## src/rtl/sprite_pkg.sv

```systemverilog
// Shared types and constants for the sprite compositor: the per-sprite
// attribute record and the coordinate width used by every hit test.
package sprite_pkg;

    localparam int SCREEN_W   = 640;
    localparam int COORD_W    = 11;
    localparam int MAX_ADDR_W = 16;

    typedef struct packed {
        logic [9:0]            x;
        logic [9:0]            y;
        logic [MAX_ADDR_W-1:0] base;
        logic [23:0]           color;
        logic                  visible;
        logic                  flip;
    } sprite_attr_t;

    function automatic logic [COORD_W-1:0] widen(input logic [9:0] v);
        return {1'b0, v};
    endfunction

endpackage

```

## src/rtl/sprite_channel.sv

```systemverilog
// One sprite channel: stage-1 hit test with ROM row/column registers,
// stage-2 opaque flag from the returned ROM row. Colour rides along.
module sprite_channel
    import sprite_pkg::*;
#(
    parameter int SPRITE_W = 32,
    parameter int SPRITE_H = 32,
    parameter int ADDR_W   = 7
) (
    input  logic                Clk,
    input  logic                Reset,
    input  sprite_attr_t        attr,
    input  logic [9:0]          draw_x,
    input  logic [9:0]          draw_y,
    input  logic [SPRITE_W-1:0] row_data,
    output logic [ADDR_W-1:0]   addr,
    output logic                opaque,
    output logic [23:0]         color
);

    localparam int COL_W = (SPRITE_W > 1) ? $clog2(SPRITE_W) : 1;
    localparam logic [COORD_W-1:0] SPR_W = COORD_W'(SPRITE_W);
    localparam logic [COORD_W-1:0] SPR_H = COORD_W'(SPRITE_H);
    localparam logic [COL_W-1:0]   LAST_COL = COL_W'(SPRITE_W - 1);

    logic [COORD_W-1:0] dx, dy, ax, ay, off_x, off_y;
    logic               hit;
    logic               hit_s1, flip_s1;
    logic [COL_W-1:0]   col_s1, idx;
    logic [23:0]        color_s1;

    always_comb begin
        dx    = widen(draw_x);
        dy    = widen(draw_y);
        ax    = widen(attr.x);
        ay    = widen(attr.y);
        off_x = dx - ax;
        off_y = dy - ay;
        // 11-bit compares: x+SPRITE_W cannot wrap, so right-edge sprites clip
        hit   = attr.visible && (dx >= ax) && (dx < ax + SPR_W)
                             && (dy >= ay) && (dy < ay + SPR_H);
        idx   = flip_s1 ? (LAST_COL - col_s1) : col_s1;
    end

    always_ff @(posedge Clk) begin
        if (Reset) begin
            hit_s1   <= 1'b0;
            flip_s1  <= 1'b0;
            col_s1   <= '0;
            addr     <= '0;
            color_s1 <= '0;
            opaque   <= 1'b0;
            color    <= '0;
        end else begin
            hit_s1   <= hit;
            flip_s1  <= attr.flip;
            col_s1   <= hit ? COL_W'(off_x) : '0;
            addr     <= hit ? ADDR_W'(attr.base + MAX_ADDR_W'(off_y)) : '0;
            color_s1 <= attr.color;
            opaque   <= hit_s1 && row_data[idx];
            color    <= color_s1;
        end
    end

endmodule

```

## src/rtl/sprite_compositor.sv

```systemverilog
// Sprite compositor: double-buffered attributes, NUM_SPRITES channels and a
// text > sprite > background output mux. SPRITE_COLLISION_EN adds collision flags.
module sprite_compositor
    import sprite_pkg::*;
#(
    parameter int NUM_SPRITES = 4,
    parameter int SPRITE_W    = 32,
    parameter int SPRITE_H    = 32,
    parameter int ADDR_W      = 7
) (
    input  logic                            Clk,
    input  logic                            Reset,
    input  logic [9:0]                      DrawX,
    input  logic [9:0]                      DrawY,
    input  logic                            frame_start,
    input  logic                            wr_en,
    input  logic [2:0]                      wr_idx,
    input  logic [9:0]                      wr_x,
    input  logic [9:0]                      wr_y,
    input  logic [ADDR_W-1:0]               wr_base,
    input  logic [23:0]                     wr_color,
    input  logic                            wr_visible,
    input  logic                            wr_flip,
    input  logic [7:0]                      bg_r,
    input  logic [7:0]                      bg_g,
    input  logic [7:0]                      bg_b,
    input  logic                            draw_text,
    input  logic                            text_bit,
    output logic [NUM_SPRITES*ADDR_W-1:0]   sprite_addr,
    input  logic [NUM_SPRITES*SPRITE_W-1:0] sprite_row,
    output logic [7:0]                      VGA_R,
    output logic [7:0]                      VGA_G,
    output logic [7:0]                      VGA_B,
    output logic [NUM_SPRITES-1:0]          collision_mask
);

    sprite_attr_t pending      [NUM_SPRITES];
    sprite_attr_t pending_next [NUM_SPRITES];
    sprite_attr_t active       [NUM_SPRITES];
    sprite_attr_t new_attr;
    logic         wr_ok;

    logic [NUM_SPRITES-1:0] opaque;
    logic [23:0]            ch_color [NUM_SPRITES];

    logic [23:0] bg_d1, bg_d2;
    logic        text_d1, text_d2;
    logic [23:0] pix;
    logic        found;

    always_comb begin
        new_attr.x       = wr_x;
        new_attr.y       = wr_y;
        new_attr.base    = MAX_ADDR_W'(wr_base);
        new_attr.color   = wr_color;
        new_attr.visible = wr_visible;
        new_attr.flip    = wr_flip;
        wr_ok = wr_en && (int'(wr_idx) < NUM_SPRITES);
        for (int unsigned i = 0; i < NUM_SPRITES; i++) begin
            pending_next[i] = pending[i];
            if (wr_ok && (wr_idx == 3'(i)))
                pending_next[i] = new_attr;
        end
    end

    // The commit reads pending_next so a write in the frame_start cycle is included
    always_ff @(posedge Clk) begin
        if (Reset) begin
            for (int unsigned i = 0; i < NUM_SPRITES; i++) begin
                pending[i] <= '0;
                active[i]  <= '0;
            end
        end else begin
            for (int unsigned i = 0; i < NUM_SPRITES; i++) begin
                pending[i] <= pending_next[i];
                if (frame_start)
                    active[i] <= pending_next[i];
            end
        end
    end

    for (genvar g = 0; g < NUM_SPRITES; g++) begin : g_ch
        sprite_channel #(
            .SPRITE_W (SPRITE_W),
            .SPRITE_H (SPRITE_H),
            .ADDR_W   (ADDR_W)
        ) u_ch (
            .Clk      (Clk),
            .Reset    (Reset),
            .attr     (active[g]),
            .draw_x   (DrawX),
            .draw_y   (DrawY),
            .row_data (sprite_row[g*SPRITE_W +: SPRITE_W]),
            .addr     (sprite_addr[g*ADDR_W +: ADDR_W]),
            .opaque   (opaque[g]),
            .color    (ch_color[g])
        );
    end

    always_comb begin
        pix   = bg_d2;
        found = 1'b0;
        for (int unsigned i = 0; i < NUM_SPRITES; i++) begin
            if (!found && opaque[i]) begin
                pix   = ch_color[i];
                found = 1'b1;
            end
        end
        if (text_d2)
            pix = 24'hFFFFFF;
    end

    always_ff @(posedge Clk) begin
        if (Reset) begin
            bg_d1   <= '0;
            bg_d2   <= '0;
            text_d1 <= 1'b0;
            text_d2 <= 1'b0;
            VGA_R   <= '0;
            VGA_G   <= '0;
            VGA_B   <= '0;
        end else begin
            bg_d1   <= {bg_r, bg_g, bg_b};
            bg_d2   <= bg_d1;
            text_d1 <= draw_text && text_bit;
            text_d2 <= text_d1;
            {VGA_R, VGA_G, VGA_B} <= pix;
        end
    end

`ifdef SPRITE_COLLISION_EN
    logic [NUM_SPRITES-1:0] acc;
    logic [NUM_SPRITES-1:0] contrib;

    always_comb begin
        for (int unsigned i = 0; i < NUM_SPRITES; i++)
            contrib[i] = opaque[i] && |(opaque & ~(NUM_SPRITES'(1) << i));
    end

    always_ff @(posedge Clk) begin
        if (Reset) begin
            acc            <= '0;
            collision_mask <= '0;
        end else if (frame_start) begin
            collision_mask <= acc | contrib;
            acc            <= '0;
        end else begin
            acc <= acc | contrib;
        end
    end
`else
    assign collision_mask = '0;
`endif

endmodule

```

## config.mk

```make
export PLATFORM = sky130hd
export DESIGN_NAME = sprite_compositor
export DESIGN_NICKNAME = d
export VERILOG_FILES = /design/src/rtl/sprite_pkg.sv /design/src/rtl/sprite_channel.sv /design/src/rtl/sprite_compositor.sv
export SDC_FILE = /design/constraint.sdc
export NUM_CORES = 1
export LEC_CHECK = 0
export BUFFER_PORTS_ARGS = -buffer_cell sky130_fd_sc_hd__buf_2
export CAP_MARGIN = 5
export CORE_MARGIN = 5
export CORE_UTILIZATION = 36
export CTS_CLUSTER_SIZE = 30
export DETAILED_ROUTE_END_ITERATION = 10
export GPL_ROUTABILITY_DRIVEN = 0
export GPL_TIMING_DRIVEN = 0
export PLACE_DENSITY = 0.58
export SLEW_MARGIN = 0
export SYNTH_ARGS = -nofsm -noshare
export SYNTH_HDL_FRONTEND = slang
export SYNTH_HIERARCHICAL = 1
export SYNTH_SLANG_ARGS = --single-unit
```

## constraint.sdc

```tcl
create_clock -name Clk -period 4.9 [get_ports Clk]
set_input_delay 0.245 -clock Clk [delete_from_list [all_inputs] [get_ports Clk]]
set_output_delay 0.245 -clock Clk [all_outputs]
set_load 0.02 [all_outputs]
```

==> impl_metrics.csv, run 1 <==
group,metric,value,unit
clock_network,cts_htree_levels,3,
drt,via_per_inst,4.858,
setup_path,crit_path_end_kind,"flop",
drt,antenna_left,0,
drt,wire_per_inst,18.58,um
hold_path,worstHoldStart,"wr_y[0]",
sta,finalHoldViolCount,0,
die,coreArea,91390,um2
clock_network,clk_latency,0.64,ns
setup_path,crit_chain,"buf_2, buf_2, clkbuf_1, clkbuf_1, or2_4, buf_16, buf_16, buf_16",
synthesis,synth_warnings,6,
drt,drtIter0Drc,1589,
die,row_count,111,
clock_network,cts_hold_buffers,77,
sta,fin_skew,0.02286,ns
sta,setup_violations,0,
drt,drc,0,
setup_path,required,5.21,ns
clock_network,cts_buffer_depth,3,
sta,max_freq,0.2721,GHz
setup_path,cp_common_cell,"buf_16",
setup_path,timing.rr.start,"active[3][44]$_SDFFCE_PN0P_",
clock_network,post_cts_resized,0,
clock_network,cts.reportedPaths.clkPinSlew,0.06,ns
sta,min_period,3.675,ns
pwr,p_per_area,358.9,nW/um2
die,start_util,36.17,%
outcome,status,"complete, no violations",
sta,max_slew_margin,19.94,%
hold_path,hold_class,"in -> reg",
pwr,total_power,14200,uW
setup_path,r2r-end,"g_ch[3].u_ch/addr[6]$_SDFF_PP0_",
final_layout,layout_common_cells,"538 x dfxtp_1, 467 x nor2_1, 324 x buf_2, 298 x nor2b_1, 278 x mux2i_1",
setup_path,critical_path_class,"in -> reg",
sta,rsz0062_at_grt,"false",
final_layout,final_common_cell,"dfxtp_1",
synthesis,syn_inst,3148,
global_routing,grt_pass1_vias,23370,
pwr,p_leak,0.01733,uW
global_routing,antenna_found_initial,9,
global_routing,grt_use_total,17.95,%
setup_path,crit_path_top_delay_cell,"clkbuf_1",
placed_design,io_buffers,285,
clock_network,cts_tree,"yes",
setup_path,arrival,3.98,ns
global_routing,grt_overflow,0,
global_routing,grt_pass1_wl,136700,um
hold_path,holdPathEnd,"pending[3][42]$_SDFF_PP0_",
clock_network,root_buffer,"clkbuf_16",
clock_network,clock_sinks,750,
hold_path,hold_path_depth,3,
setup_path,r2r_cells,9,
drt,dr.pass1.iters,5,
run,drv_cap,0,
sta,hold-worst-slack,0.01593,ns
sta,worst_slew_pin_slew,1.201,ns
die,io_pins,290,
final_layout,layout-area-overhead-vs-synth,19.70,%
final_layout,fin_nets,4010,
drt,routed_wl,90170,um
global_routing,grt_max_degree,57,
sta,fin_crit_sh,75.00,%
setup_path,start_kind,"input port",
final_layout,drive_above_1_share,14.48,%
sta,slew_violations,0,
setup_path,slowest_delay,0.69,ns
clock_network,cts-buffers-inserted,77,
setup_path,ff2ff_setup_slack,1.69,ns
synthesis,avgSynthCellArea,10.50,um2
final_layout,final_core_util,43.29,%
setup_path,cp_max_fo,55,
placed_design,dp_hpwl,67880,um
die,chipWidth,313,um
die,die_h,313,um
pwr,vdd_ir_drop_max,0.0002642,V
drt,via_count,23580,
synthesis,synth_area,33050,um2
die,die_area,97970,um2
clock_network,post-cts-setup-buffers,0,
==> cell type report <==
| class | count | area, um2 |
|---|---|---|
| fill | 8740 | 51820 |
| sequential | 750 | 17140 |
| multi-input combinational | 2014 | 14210 |
| timing repair buffer | 366 | 2307 |
| clock buffer | 117 | 2291 |
| tap | 1186 | 1484 |
| buffer | 178 | 935.9 |
| inverter | 209 | 784.5 |
| clock inverter | 27 | 400.4 |
| antenna | 6 | 15.01 |
==> flip-flops by register name, summed over array words and instances, names as in the netlist <==
register and flops:
g_ch.u_ch/col_s1 20, active 212, g_ch.u_ch/hit_s1 4, text_d1 1, g_ch.u_ch/opaque 4, VGA_R 8, g_ch.u_ch/color 96, g_ch.u_ch/color_s1 96
text_d2 1, bg_d1 24, bg_d2 24, VGA_B 8, pending 212, VGA_G 8, g_ch.u_ch/addr 28, g_ch.u_ch/flip_s1 4
==> where the power goes <==
group,internal (uW),switching [uW],total [uW]
combinational,582,841,1420
sequential,6570,76.8,6650
clock,3600,2530,6120
==> layer usage <==
metal | wire [um] | part of all wire, % | global-route usage [%]
met5 | 36 | 0.040 | 0
met4 | 2089 | 2.3 | 5.016
met3 | 4330 | 4.8 | 2.876
met2 | 43280 | 48 | 30.79
met1 | 40440 | 45 | 23.62
==> critical path: cells and delay by family <==
| kind | cells | cell delay [ns] |
|---|---|---|
| buffers and inverters | 7 | 3.16 |
| AND/OR/NAND/NOR | 1 | 0.42 |
==> worst max-delay path by stage <==
stage | from | end | slack [ns] | depth (start not counted)
finish | Reset | active[0][47]$_SDFFCE_PN0P_ | 1.22 | 8
global route | Reset | active[0][47]$_SDFFCE_PN0P_ | 1.06 | 8
CTS | Reset | active[0][48]$_SDFFCE_PN0P_ | 1.18 | 8
detailed placement | Reset | active[0][53]$_SDFFCE_PN0P_ | 0.50 | 8
global placement | Reset | active[0][47]$_SDFFCE_PN0P_ | -2.49 | 5
floorplan | Reset | active[0][0]$_SDFFCE_PN0P_ | 0.85 | 4
==> stage by stage <==
step	area, um2	setup TNS, ns	cells	worst slack [ns]
3_3_place_gp	35970	-521.42	4622	-2.492
6_report	39560	0	4853	1.225
2_1_floorplan	33060	0	3151	0.8513
4_1_cts	39550	0	4847	1.180
3_5_place_dp	36090	0	4626	0.5015
5_1_grt	39560	0	4851	1.064
(Power assumes the default switching activity.)
==> run 2: changes to the inputs <==
==> constraint.sdc (replaced) <==
create_clock -name Clk -period 3.8 [get_ports Clk]
set_input_delay 0.19 -clock Clk [delete_from_list [all_inputs] [get_ports Clk]]
set_output_delay 0.19 -clock Clk [all_outputs]
set_load 0.02 [all_outputs]
==> run 2 against run 1 <==
Effect of this change: sequential share of layout area up 0.11 points; cell count barely moved; via count up 0.41%; clock power increased by 24%; global-route usage about the same; utilization fell by 0.11 points; worst setup slack worse by 0.97 ns; non-clock buffer count rose by 2; cell area down 0.26%; clock skew is 0.015 ns higher.
==> impl_metrics.csv, run 2 (same netlist as run 1, synthesis figures left out) <==
group,metric,value,unit
clock_network,cts_buffer_depth,3,
die,chipWidth,313,um
final_layout,drive_above_1_share,14.53,%
pwr,p_leak,0.01729,uW
setup_path,worst-path-buf-inv,6,
drt,drc,0,
sta,fin_crit_sh,93.20,%
die,die_area,97970,um2
clock_network,clk_latency,0.64,ns
sta,worst_slew_pin_slew,1.157,ns
pwr,p_per_area,456.2,nW/um2
setup_path,critical_path_class,"in -> reg",
setup_path,r2r_cells,8,
final_layout,final_common_cell,"dfxtp_1",
pwr,total_power,18000,uW
global_routing,grt_max_degree,64,
global_routing,antenna_found_initial,9,
sta,fin_skew,0.03766,ns
setup_path,required,4.10,ns
setup_path,r2r-end,"g_ch[3].u_ch/addr[4]$_SDFF_PP0_",
drt,dr.pass1.iters,5,
die,io_pins,290,
setup_path,cp_num_cells,7,
final_layout,top_regs,"active x212, pending x212",
drt,via_count,23670,
sta,finalHoldViolCount,0,
final_layout,layout_common_cells,"538 x dfxtp_1, 467 x nor2_1, 324 x buf_2, 298 x nor2b_1, 278 x mux2i_1",
sta,min_period,3.542,ns
final_layout,fillers,8857,
setup_path,timing.rr.start,"active[3][47]$_SDFFCE_PN0P_",
final_layout,instances_no_fill,4851,
setup_path,crit_path_end_kind,"flop",
clock_network,clock_sinks,750,
setup_path,slowest_delay,0.67,ns
die,row_count,111,
global_routing,grt_overflow,0,
final_layout,final_core_util,43.18,%
global_routing,grt_use_total,17.91,%
placed_design,io_buffers,285,
sta,setup_violations,0,
die,coreArea,91390,um2
hold_path,hold_class,"in -> reg",
clock_network,cts_tree,"yes",
drt,wire_per_inst,18.57,um
sta,max_freq,0.2824,GHz
global_routing,grt_pass1_vias,23470,
setup_path,crit_family,"buffers and inverters",
die,start_util,36.17,%
outcome,status,"complete, no violations",
final_layout,fin_area,39460,um2
global_routing,grt_pass1_wl,136400,um
clock_network,cts_htree_levels,3,
final_layout,layout-area-overhead-vs-synth,19.39,%
drt,via_per_inst,4.880,
setup_path,setup.worst_path.end,"active[1][54]$_SDFFCE_PN0P_",
setup_path,crit_chain,"buf_2, buf_2, clkbuf_1, clkbuf_1, or2_4, buf_16, buf_16",
clock_network,post_cts_resized,0,
setup_path,startpoint,"Reset",
clock_network,root_buffer,"clkbuf_16",
die,die_h,313,um
setup_path,crit_path_top_delay_cell,"buf_2",
placed_design,dp.cells,4625,
drt,routed_wl,90080,um
drt,drtIter0Drc,1752,
final_layout,fin_nets,4013,
sta,max_slew_margin,22.90,%
placed_design,placed_area,36060,um2
sta,tns,0,ns
run,drv_cap,0,
clock_network,post-cts-setup-buffers,0,
setup_path,arrival,3.84,ns
drt,antenna_left,0,
sta,rsz0062_at_grt,"false",
pwr,vdd_ir_drop_max,0.0003239,V
clock_network,cts-buffers-inserted,77,
placed_design,dp_hpwl,67590,um
setup_path,ff2ff_setup_slack,0.67,ns
clock_network,cts.reportedPaths.clkPinSlew,0.06,ns
setup_path,start_kind,"input port",
sta,slew_violations,0,
setup_path,cp_max_fo,63,
## run 2: cell types whose count changed in the layout (fill, tap and decap cells not counted), moves of 2 or more
cell,change
clkinv_8,+2
diode_2,-2
clkinv_1,-3
clkbuf_1,-2
clkinv_2,+7
dlygate4sd3_1,+3
bufinv_16,-3
## run 2: repair_timing
| item | in CTS | in global routing |
|---|---|---|
| endpoints found under the setup margin | 0 | 109 |
| hold buffers | 80 | 0 |
| hold endpoints to repair | 341 | 0 |
## run 2: layer usage
| layer | part of all wire [%] | wire (um) | global-route usage, % |
|---|---|---|---|
| met5 | 0.023 | 21 | 0 |
| met4 | 2.6 | 2332 | 5.522 |
| met3 | 4.6 | 4187 | 2.347 |
| met1 | 45 | 40840 | 24.00 |
| met2 | 47 | 42700 | 30.32 |
## run 2: layout make-up
cell class / instances / area (um2) / share of cell area, %
diodes: 4 / 10.01 / 0.02537
plain buffers: 178 / 935.9 / 2.372
clock buffers: 113 / 2245 / 5.689
clock inverters: 28 / 339.1 / 0.8593
inverters: 209 / 784.5 / 1.988
multi-input cells: 2015 / 14210 / 36.02
flip-flops and latches: 750 / 17140 / 43.43
well taps: 1186 / 1484 / 3.761
repair buffers: 368 / 2310 / 5.853
## run 2: per-stage QoR
stage	worst slack [ns]	hold WS (ns)
global placement	-1.773	0.4003
detailed placement	-0.6828	0.4057
floorplan	0.8652	0.3182
CTS	0.01189	0.1045
global route	0.04098	0.1861
finish	0.2584	0.1339
## run 2: report_power, final
part           switching (uW)  total [uW]  leakage, uW  internal (uW)
Sequential               99.1        8580      0.00673           8480
Clock                    3240        7600      0.00126           4360
Combinational            1080        1830      0.00929            749
Total                    4410       18000       0.0173          13600
## run 2: worst min path at each step
stage                                        end  slack [ns]  depth (start not counted)      from
2_1_floorplan                bg_d1[0]$_SDFF_PP0_        0.32                          1   bg_b[0]
3_3_place_gp                bg_d1[22]$_SDFF_PP0_        0.40                          2   bg_r[6]
3_5_place_dp                bg_d1[20]$_SDFF_PP0_        0.41                          2   bg_r[4]
4_1_cts        g_ch[0].u_ch/col_s1[2]$_SDFF_PP0_        0.10                          4  DrawX[2]
5_1_grt        g_ch[0].u_ch/col_s1[2]$_SDFF_PP0_        0.19                          4  DrawX[2]
6_report       g_ch[0].u_ch/col_s1[2]$_SDFF_PP0_        0.13                          4  DrawX[2]
## run 2: worst min-delay path, delay by kind of cell
kind          cells  cell delay (ns)
fa+ha+maj         1             0.23
buf+inv           1             0.17
simple gates      1             0.07
xor+xnor          1             0.08
==> run 3: changes to the inputs <==
--- a/config.mk
+++ b/config.mk
@@ -13,6 +13,7 @@
 export DETAILED_ROUTE_END_ITERATION = 10
 export GPL_ROUTABILITY_DRIVEN = 0
 export GPL_TIMING_DRIVEN = 0
+export MAX_ROUTING_LAYER = met4
 export PLACE_DENSITY = 0.58
 export SLEW_MARGIN = 0
 export SYNTH_ARGS = -nofsm -noshare
==> run 3 against run 2 <==
Effect of this change: global-route usage up 0.54 points; clock power about the same; count of clock-buffer cells in the layout unchanged; maximum frequency down 0.87%; non-clock buffer count unchanged; utilization about the same; wire length about the same; sequential power about the same; via count about the same; worst setup slack worse by 0.031 ns; critical path depth unchanged.
==> impl_metrics.csv, run 3 (same netlist as run 1, synthesis figures left out) <==
group,metric,value,unit
pwr,p_leak,0.01729,uW
hold_path,worstHoldStart,"DrawX[2]",
drt,routed_wl,90040,um
clock_network,root_buffer,"clkbuf_16",
global_routing,grt_use_total,18.45,%
final_layout,top_regs,"active x212, pending x212",
placed_design,dp_hpwl,67590,um
sta,fin_skew,0.03357,ns
die,start_util,36.17,%
sta,setup_violations,0,
setup_path,timing.rr.start,"active[3][47]$_SDFFCE_PN0P_",
hold_path,holdPathEnd,"g_ch[0].u_ch/col_s1[2]$_SDFF_PP0_",
clock_network,clk_latency,0.64,ns
setup_path,start_kind,"input port",
hold_path,hold_class,"in -> reg",
sta,min_period,3.573,ns
setup_path,critical_path_class,"in -> reg",
global_routing,antenna_found_initial,11,
final_layout,layout_common_cells,"538 x dfxtp_1, 467 x nor2_1, 324 x buf_2, 298 x nor2b_1, 278 x mux2i_1",
die,io_pins,290,
sta,hold-worst-slack,0.1323,ns
clock_network,clock_sinks,750,
pwr,vdd_ir_drop_max,0.0003253,V
drt,drtIter0Drc,1570,
clock_network,cts.reportedPaths.clkPinSlew,0.06,ns
run,drv_cap,0,
sta,max_freq,0.2799,GHz
setup_path,arrival,3.87,ns
global_routing,grt_overflow,0,
drt,antenna_left,0,
die,die_h,313,um
setup_path,required,4.10,ns
clock_network,post-cts-setup-buffers,0,
sta,rsz0062_at_grt,"false",
setup_path,r2r_cells,8,
drt,dr.pass1.iters,6,
sta,finalHoldViolCount,0,
pwr,p_per_area,455.8,nW/um2
clock_network,cts_tree,"yes",
setup_path,crit_path_end_kind,"flop",
final_layout,final_common_cell,"dfxtp_1",
final_layout,layout-area-overhead-vs-synth,19.42,%
hold_path,hold_path_depth,4,
sta,slew_violations,0,
die,die_area,97970,um2
sta,fin_crit_sh,94.01,%
final_layout,drive_above_1_share,14.53,%
setup_path,r2r-end,"g_ch[3].u_ch/addr[4]$_SDFF_PP0_",
outcome,status,"complete, no violations",
pwr,total_power,17990,uW
global_routing,grt_max_degree,64,
drt,via_count,23670,
sta,worst_slew_pin_slew,1.146,ns
setup_path,cp_max_fo,63,
drt,drc,0,
die,chipWidth,313,um
clock_network,cts_htree_levels,3,
sta,max_slew_margin,23.59,%
global_routing,grt_pass1_wl,136400,um
drt,wire_per_inst,18.54,um
drt,via_per_inst,4.874,
placed_design,io_buffers,285,
global_routing,grt_pass1_vias,23470,
die,row_count,111,
clock_network,post_cts_resized,0,
clock_network,cts-buffers-inserted,77,
clock_network,cts_buffer_depth,3,
setup_path,ff2ff_setup_slack,0.66,ns
final_layout,fin_nets,4013,
die,coreArea,91390,um2
-- run 3: through the flow --
step	setup TNS, ns	area (um2)	util, %	cells	worst slack [ns]
2_1_floorplan	0	33070	-	3151	0.8652
3_3_place_gp	-368.00	35980	39.37	4622	-1.773
3_5_place_dp	-85.99	36060	39.46	4625	-0.6828
4_1_cts	0	39440	43.16	4846	0.01189
5_1_grt	0	39470	43.19	4855	0.05418
6_report	0	39470	43.19	4856	0.2275
-- run 3: layout make-up --
class | count | area, um2
fill | 8860 | 51910
sequential | 750 | 17140
multi-input combinational | 2015 | 14210
timing repair buffer | 368 | 2310
clock buffer | 113 | 2245
tap | 1186 | 1484
buffer | 178 | 935.9
inverter | 209 | 784.5
clock inverter | 28 | 339.1
antenna | 9 | 22.52
-- run 3: layer usage --
metal  part of all wire, %  wire length (um)  track usage, %  vias up
met5                     0                 0               -        -
met4                   2.5              2295           5.522        0
met3                   4.7              4193           2.301      134
met2                    48             42810           30.37      541
met1                    45             40740           24.02    11350
li1                      -                 -               -    11650
-- run 3: what timing repair did --
item / 4_1_cts / 5_1_grt
endpoints found under the setup margin: 0 / 109
hold endpoints to repair: 341 / 0
hold buffers: 80 / 0
-- run 3: critical path: stages --
cell	delay [ns]
buf_2	0.68
buf_2	0.35
clkbuf_1	0.65
clkbuf_1	0.63
or2_4	0.56
buf_16	0.32
buf_16	0.33
-- run 3: power breakdown --
group          switching, uW  internal [uW]  leakage [uW]
combinational           1080            749       0.00929
sequential              99.0           8480       0.00673
clock                   3220           4360       0.00126
-- run 3: how the worst max path moves through the flow --
stage,start,endpoint,slack [ns],depth (start not counted)
finish,Reset,active[1][55]$_SDFFCE_PN0P_,0.23,7
global route,Reset,active[0][0]$_SDFFCE_PN0P_,0.05,7
CTS,Reset,active[2][55]$_SDFFCE_PN0P_,0.01,7
floorplan,Reset,active[0][0]$_SDFFCE_PN0P_,0.87,4
detailed placement,Reset,active[1][55]$_SDFFCE_PN0P_,-0.68,7
global placement,Reset,active[0][26]$_SDFFCE_PN0P_,-1.77,5
